<file path="config.mk">
export PLATFORM = sky130hd
export DESIGN_NAME = spi_flash_phy
export DESIGN_NICKNAME = d
export VERILOG_FILES = /design/src/rtl/spi_flash_phy.sv
export SDC_FILE = /design/constraint.sdc
export NUM_CORES = 1
export LEC_CHECK = 0
export ABC_AREA = 0
export CAP_MARGIN = 20
export CORE_ASPECT_RATIO = 1.75
export CORE_MARGIN = 2
export CORE_UTILIZATION = 51
export CTS_CLUSTER_SIZE = 10
export DETAILED_ROUTE_END_ITERATION = 10
export HOLD_SLACK_MARGIN = 0.03
export PLACE_DENSITY = 0.84
export SYNTH_ARGS = -nofsm -noshare
export SYNTH_HDL_FRONTEND = slang
export SYNTH_SLANG_ARGS = --single-unit
</file>
<file path="constraint.sdc">
create_clock -name clk -period 1.6 [get_ports clk]
set_input_delay 0.16 -clock clk [delete_from_list [all_inputs] [get_ports clk]]
set_output_delay 0.16 -clock clk [all_outputs]
set_load 0.1 [all_outputs]
</file>
<file path="src/rtl/spi_flash_phy.sv">
// SPI mode-0 slave front end: pin synchronizers, MOSI deserializer and MISO serializer.
// Optional sclk glitch filter enabled by defining SPI_PHY_GLITCH_FILTER_EN.
`timescale 1ns/1ps
module spi_flash_phy #(
   parameter int unsigned SYNC_STAGES = 2,
   parameter logic [7:0]  IDLE_TX     = 8'hFF
) (
   input  logic       clk,
   input  logic       reset,
   input  logic       pin_sclk,
   input  logic       pin_cs_n,
   input  logic       pin_mosi,
   output logic       pin_miso,
   output logic       pin_miso_oe,
   output logic       spi_cs,
   output logic [7:0] spi_rx_data,
   output logic [2:0] spi_rx_bit,
   output logic       spi_rx_bit_strobe,
   output logic       spi_rx_strobe,
   output logic       spi_rx_cmd,
   input  logic       spi_tx_strobe,
   input  logic [7:0] spi_tx_data,
   output logic       rx_abort,
   output logic       tx_underrun
);

   localparam int unsigned BYTE_W = 8;
   localparam int unsigned CNT_W  = 3;

   logic [SYNC_STAGES-1:0] sclk_sync;
   logic [SYNC_STAGES-1:0] cs_sync;
   logic [SYNC_STAGES-1:0] mosi_sync;
   logic                   sclk_s;
   logic                   cs_s;
   logic                   mosi_s;
   logic                   sclk_lvl;
   logic                   sclk_rise;
   logic                   sclk_fall;

   logic [CNT_W-1:0]  bit_cnt;
   logic              first_byte;
   logic [BYTE_W-1:0] hold;
   logic              hold_valid;
   logic [BYTE_W-1:0] tx_shift;
   logic              late_window;

   assign sclk_s = sclk_sync[SYNC_STAGES-1];
   assign cs_s   = cs_sync[SYNC_STAGES-1];
   assign mosi_s = mosi_sync[SYNC_STAGES-1];

`ifdef SPI_PHY_GLITCH_FILTER_EN
   // An edge is accepted only once the new level has been seen on two consecutive samples.
   logic sclk_d1;
   assign sclk_rise = sclk_s & sclk_d1 & ~sclk_lvl;
   assign sclk_fall = ~sclk_s & ~sclk_d1 & sclk_lvl;
`else
   assign sclk_rise = sclk_s & ~sclk_lvl;
   assign sclk_fall = ~sclk_s & sclk_lvl;
`endif

   always_ff @(posedge clk) begin
      if (reset) begin
         sclk_sync         <= '0;
         cs_sync           <= '1;
         mosi_sync         <= '0;
         sclk_lvl          <= 1'b0;
`ifdef SPI_PHY_GLITCH_FILTER_EN
         sclk_d1           <= 1'b0;
`endif
         bit_cnt           <= '0;
         first_byte        <= 1'b1;
         hold              <= '0;
         hold_valid        <= 1'b0;
         tx_shift          <= IDLE_TX;
         late_window       <= 1'b0;
         pin_miso          <= 1'b1;
         pin_miso_oe       <= 1'b0;
         spi_cs            <= 1'b1;
         spi_rx_data       <= '0;
         spi_rx_bit        <= '0;
         spi_rx_bit_strobe <= 1'b0;
         spi_rx_strobe     <= 1'b0;
         spi_rx_cmd        <= 1'b0;
         rx_abort          <= 1'b0;
         tx_underrun       <= 1'b0;
      end else begin
         sclk_sync <= {sclk_sync[SYNC_STAGES-2:0], pin_sclk};
         cs_sync   <= {cs_sync[SYNC_STAGES-2:0], pin_cs_n};
         mosi_sync <= {mosi_sync[SYNC_STAGES-2:0], pin_mosi};
`ifdef SPI_PHY_GLITCH_FILTER_EN
         sclk_d1   <= sclk_s;
         if (sclk_s == sclk_d1) sclk_lvl <= sclk_s;
`else
         sclk_lvl  <= sclk_s;
`endif

         spi_rx_bit_strobe <= 1'b0;
         spi_rx_strobe     <= 1'b0;
         spi_rx_cmd        <= 1'b0;
         rx_abort          <= 1'b0;
         tx_underrun       <= 1'b0;
         spi_cs            <= cs_s;

         if (cs_s) begin
            // Deselected: discard partial byte and pending reply, park MISO.
            if (bit_cnt != '0) rx_abort <= 1'b1;
            bit_cnt     <= '0;
            first_byte  <= 1'b1;
            hold_valid  <= 1'b0;
            late_window <= 1'b0;
            tx_shift    <= IDLE_TX;
            pin_miso    <= IDLE_TX[7];
            pin_miso_oe <= 1'b0;
         end else begin
            pin_miso_oe <= 1'b1;

            if (sclk_rise) begin
               spi_rx_data       <= {spi_rx_data[6:0], mosi_s};
               spi_rx_bit        <= bit_cnt;
               spi_rx_bit_strobe <= 1'b1;
               bit_cnt           <= CNT_W'(bit_cnt + CNT_W'(1));
               late_window       <= 1'b0;
               if (bit_cnt == CNT_W'(7)) begin
                  spi_rx_strobe <= 1'b1;
                  spi_rx_cmd    <= first_byte;
                  first_byte    <= 1'b0;
               end
            end

            if (sclk_fall && bit_cnt == '0) begin
               // Byte boundary: a same-cycle strobe wins over hold and avoids an underrun.
               if (spi_tx_strobe) begin
                  tx_shift   <= spi_tx_data;
                  pin_miso   <= spi_tx_data[7];
                  hold_valid <= 1'b0;
               end else if (hold_valid) begin
                  tx_shift   <= hold;
                  pin_miso   <= hold[7];
                  hold_valid <= 1'b0;
               end else begin
                  tx_shift    <= IDLE_TX;
                  pin_miso    <= 1'b1;
                  tx_underrun <= 1'b1;
                  late_window <= 1'b1;
               end
            end else begin
               if (sclk_fall) begin
                  pin_miso <= tx_shift[6];
                  tx_shift <= {tx_shift[6:0], 1'b0};
               end
               if (spi_tx_strobe) begin
                  // A late reply can still replace the idle byte before its first bit is sampled.
                  if (late_window && bit_cnt == '0 && !sclk_rise) begin
                     tx_shift    <= spi_tx_data;
                     pin_miso    <= spi_tx_data[7];
                     late_window <= 1'b0;
                  end else begin
                     hold       <= spi_tx_data;
                     hold_valid <= 1'b1;
                  end
               end
            end
         end
      end
   end

endmodule

</file>
==> impl_metrics.env <==
export IMPL_syn_inst=209
export IMPL_hold_viol_final=0
export IMPL_layout_commonest_cell="dfxtp_1"
export IMPL_crit_type="flop to flop"
export IMPL_yosysSeqAreaShare_pct=49.3
export IMPL_area_growth_pct=38.5
export IMPL_max_slew_margin_pct=74.9
export IMPL_cts_buffer_depth=2
export IMPL_final_antenna_net_count=0
export IMPL_multi_input_area_um2=891
export IMPL_die_h_um=84.9
export IMPL_grt_pass1_vias=1583
export IMPL_synth_seq_cells=47
export IMPL_port_buffers=32
export IMPL_post_route_min_period_ns=1.53
export IMPL_swShare_pct=23.3
export IMPL_gr_total_overflow=0
export IMPL_clock_skew_ns=0.00380
export IMPL_ir_drop_mv=0.801
export IMPL_ff2ff_path_depth=6
export IMPL_drive_gt1_share_pct=21.1
export IMPL_synth_area_leaders="dfxtp_1 49%, nand2_1 6.9%, nand2b_1 5.6%"
export IMPL_grt_pass1_wl_um=6960
export IMPL_hpwl_um=3040
export IMPL_regArea_um2=943
export IMPL_synth_distinct_cells=32
export IMPL_initial_core_util_pct=53.2
export IMPL_worstReg2RegEnd="tx_shift[1]"
export IMPL_remaining_drc_errors=0
export IMPL_cts_inserted_buffers=5
export IMPL_finalSetupViolCount=0
export IMPL_power_leakage_nw=1.00
export IMPL_tightest_slew_ns=0.375
export IMPL_fin_ws_ns=0.0671
export IMPL_yosys_area_top_type="dfxtp_1"
export IMPL_dieArea_mm2=0.00427
export IMPL_ioPinCount=33
export IMPL_rr_startpoint="bit_cnt[0]"
export IMPL_p_comb_share_pct=7.7
export IMPL_p_seq_share_pct=58.4
export IMPL_synth_warnings=0
export IMPL_worst_path_max_delay_cell="dfxtp_2"
export IMPL_utilization_pct=73.6
export IMPL_path_clk_slew_ns=0.08
export IMPL_layout_common_cells="45 x dfxtp_1, 34 x nand2_1, 20 x buf_12"
export IMPL_place_ws_ns=-0.0385
export IMPL_synth_top_area_share_pct=49.3
export IMPL_die_w_um=50.3
export IMPL_stdcell_count=297
export IMPL_syn_area_mm2=0.00191
export IMPL_cts_tree="built"
export IMPL_worstPathArrival_ns=1.72
export IMPL_fin_nets=267
export IMPL_hold_buffers=0
export IMPL_crit_chain="inv_1, ha_1, nor2b_4, buf_2, a221oi_1, o21ai_0"
export IMPL_r2r_slack_ns=0.07
export IMPL_dp_cells=284
export IMPL_start_kind="flop"
export IMPL_cp_end_kind="flop"
export IMPL_crit_start="bit_cnt[0]"
export IMPL_cts_root_buffer="clkbuf_8"
export IMPL_switchingPower_mw=0.475
export IMPL_fillers=238
export IMPL_cts_sinks=47
export IMPL_critPathCapture="tx_shift[1]"
export IMPL_htree_levels=2
export IMPL_cp_max_fo=6
export IMPL_coreArea_mm2=0.00359
export IMPL_fin_crit_sh_pct=95.8
export IMPL_internal_power_mw=1.57
export IMPL_gp_congestion=0.873
export IMPL_hold_class="input port to flop"
export IMPL_timing_fmax_ghz=0.652
export IMPL_p_total_mw=2.04
export IMPL_firstDrtPassIters=5
export IMPL_drt_iter0_drc=34
export IMPL_maxCapViolations=0
export IMPL_grt_usage_pct=21.3
export IMPL_powerDensity_mw_per_mm2=772
export IMPL_status="finished, final reports clean"
export IMPL_grt_antenna_before_repair=0
export IMPL_wire_per_inst_um=14.1
export IMPL_n_antenna_cell=0
export IMPL_wl_um=4190
export IMPL_vias=1626
export IMPL_worstSkewPairLatency_ns=0.30
export IMPL_critPathRequiredTime_ns=1.78
export IMPL_critical_path_max_stage_delay_ns=0.37
export IMPL_final_max_slew_viol_count=0
export IMPL_avgSynthCellArea_um2=9.14
export IMPL_finalSetupTns_ns=0
export IMPL_rows=29
export IMPL_via_per_inst=5.47
export IMPL_pwr_share_clk_pct=33.9
export IMPL_grt_max_degree=36
export IMPL_synth_fp_nets=226
## metrics by stage
| stage | area (um2) | hold slack (ns) |
|---|---|---|
| after CTS | 2590 | 0.408 |
| after detailed placement | 2500 | 0.393 |
| final | 2640 | 0.409 |
| after global placement | 2500 | 0.394 |
| after floorplan | 1910 | 0.264 |
| after global routing | 2640 | 0.427 |
## cell usage after synthesis
cell type,number
a21oi_1,16
a21oi_4,1
a221oi_1,7
a31oi_1,1
and2_1,8
and2b_1,2
and3_1,1
buf_2,4
buf_4,1
buf_6,2
clkbuf_1,7
dfxtp_1,47
ha_1,3
inv_1,5
mux2i_1,8
nand2_1,35
nand2b_1,17
nand3_1,3
nand3b_1,1
nand4b_1,1
nor2_1,3
nor2b_1,7
nor3_1,4
o2111ai_1,1
o21a_1,1
o21ai_0,9
o21ai_2,1
o311a_1,1
o32ai_1,7
or2_2,3
or2b_1,1
xnor2_1,1
## worst min-delay path by stage
stage          slack, ns           end       start  depth (start not counted)
6_report            0.41  sclk_sync[0]    pin_sclk                          2
5_1_grt             0.43    cs_sync[1]  cs_sync[0]                          1
4_1_cts             0.41  sclk_sync[0]    pin_sclk                          2
3_5_place_dp        0.39    cs_sync[1]  cs_sync[0]                          1
3_3_place_gp        0.39    cs_sync[1]  cs_sync[0]                          1
2_1_floorplan       0.26    cs_sync[0]    pin_cs_n                          1
## repair_timing
item	4_1_cts	5_1_grt
gates resized for setup	1	8
endpoints found under the hold margin	0	0
cloned	0	1
endpoints found under the setup margin	7	7
buffers inserted	1	3
## registers in the layout, indices dropped and copies added, names as in the netlist
| signal | count |
|---|---|
| late_window | 1 |
| cs_sync | 2 |
| spi_rx_bit | 3 |
| hold_valid | 1 |
| spi_rx_cmd | 1 |
| hold | 8 |
| spi_rx_bit_strobe | 1 |
| tx_underrun | 1 |
| rx_abort | 1 |
| sclk_sync | 2 |
| pin_miso | 1 |
| spi_cs | 1 |
| spi_rx_strobe | 1 |
| sclk_lvl | 1 |
| tx_shift | 7 |
| first_byte | 1 |
| bit_cnt | 3 |
| mosi_sync | 2 |
| spi_rx_data | 8 |
| pin_miso_oe | 1 |
## power groups by stage
stage          sequential [mW]  clock, mW  combinational (mW)
2_1_floorplan             1.23          0              0.0746
3_3_place_gp              1.22          0               0.150
3_5_place_dp              1.22          0               0.153
4_1_cts                   1.19      0.706               0.154
5_1_grt                   1.19      0.750               0.170
6_report                  1.19      0.692               0.158
## cells by family after synthesis
family	Yosys count	synth area share (%)
fa+ha+maj	3	1.97
simple gates	86	23.1
buf+inv	19	4.98
mux	8	4.19
xor+xnor	1	0.459
compound gates	45	16.0
flops	47	49.3
## cell type report
cell class	count	share of cell area, %
multi-input cells	143	33.7
clock buffers	5	2.60
flip-flops and latches	47	35.7
inverters	5	0.710
repair buffers	48	24.4
clock inverters	3	0.757
well taps	46	2.18
## worst max-delay path: cells and delay by family, from the launching register on
| kind | cells | cell delay, ns |
|---|---|---|
| compound gates | 2 | 0.49 |
| flops | 1 | 0.37 |
| simple gates | 1 | 0.14 |
| buf+inv | 2 | 0.22 |
| fa+ha+maj | 1 | 0.21 |
## layer usage
| layer | wire length (um) | global-route usage [%] |
|---|---|---|
| met1 | 1520 | 21.5 |
| met2 | 2360 | 39.4 |
| met3 | 151 | 3.17 |
| met4 | 159 | 13.1 |
| met5 | 0 | 0 |
(Power assumes the default switching activity.)
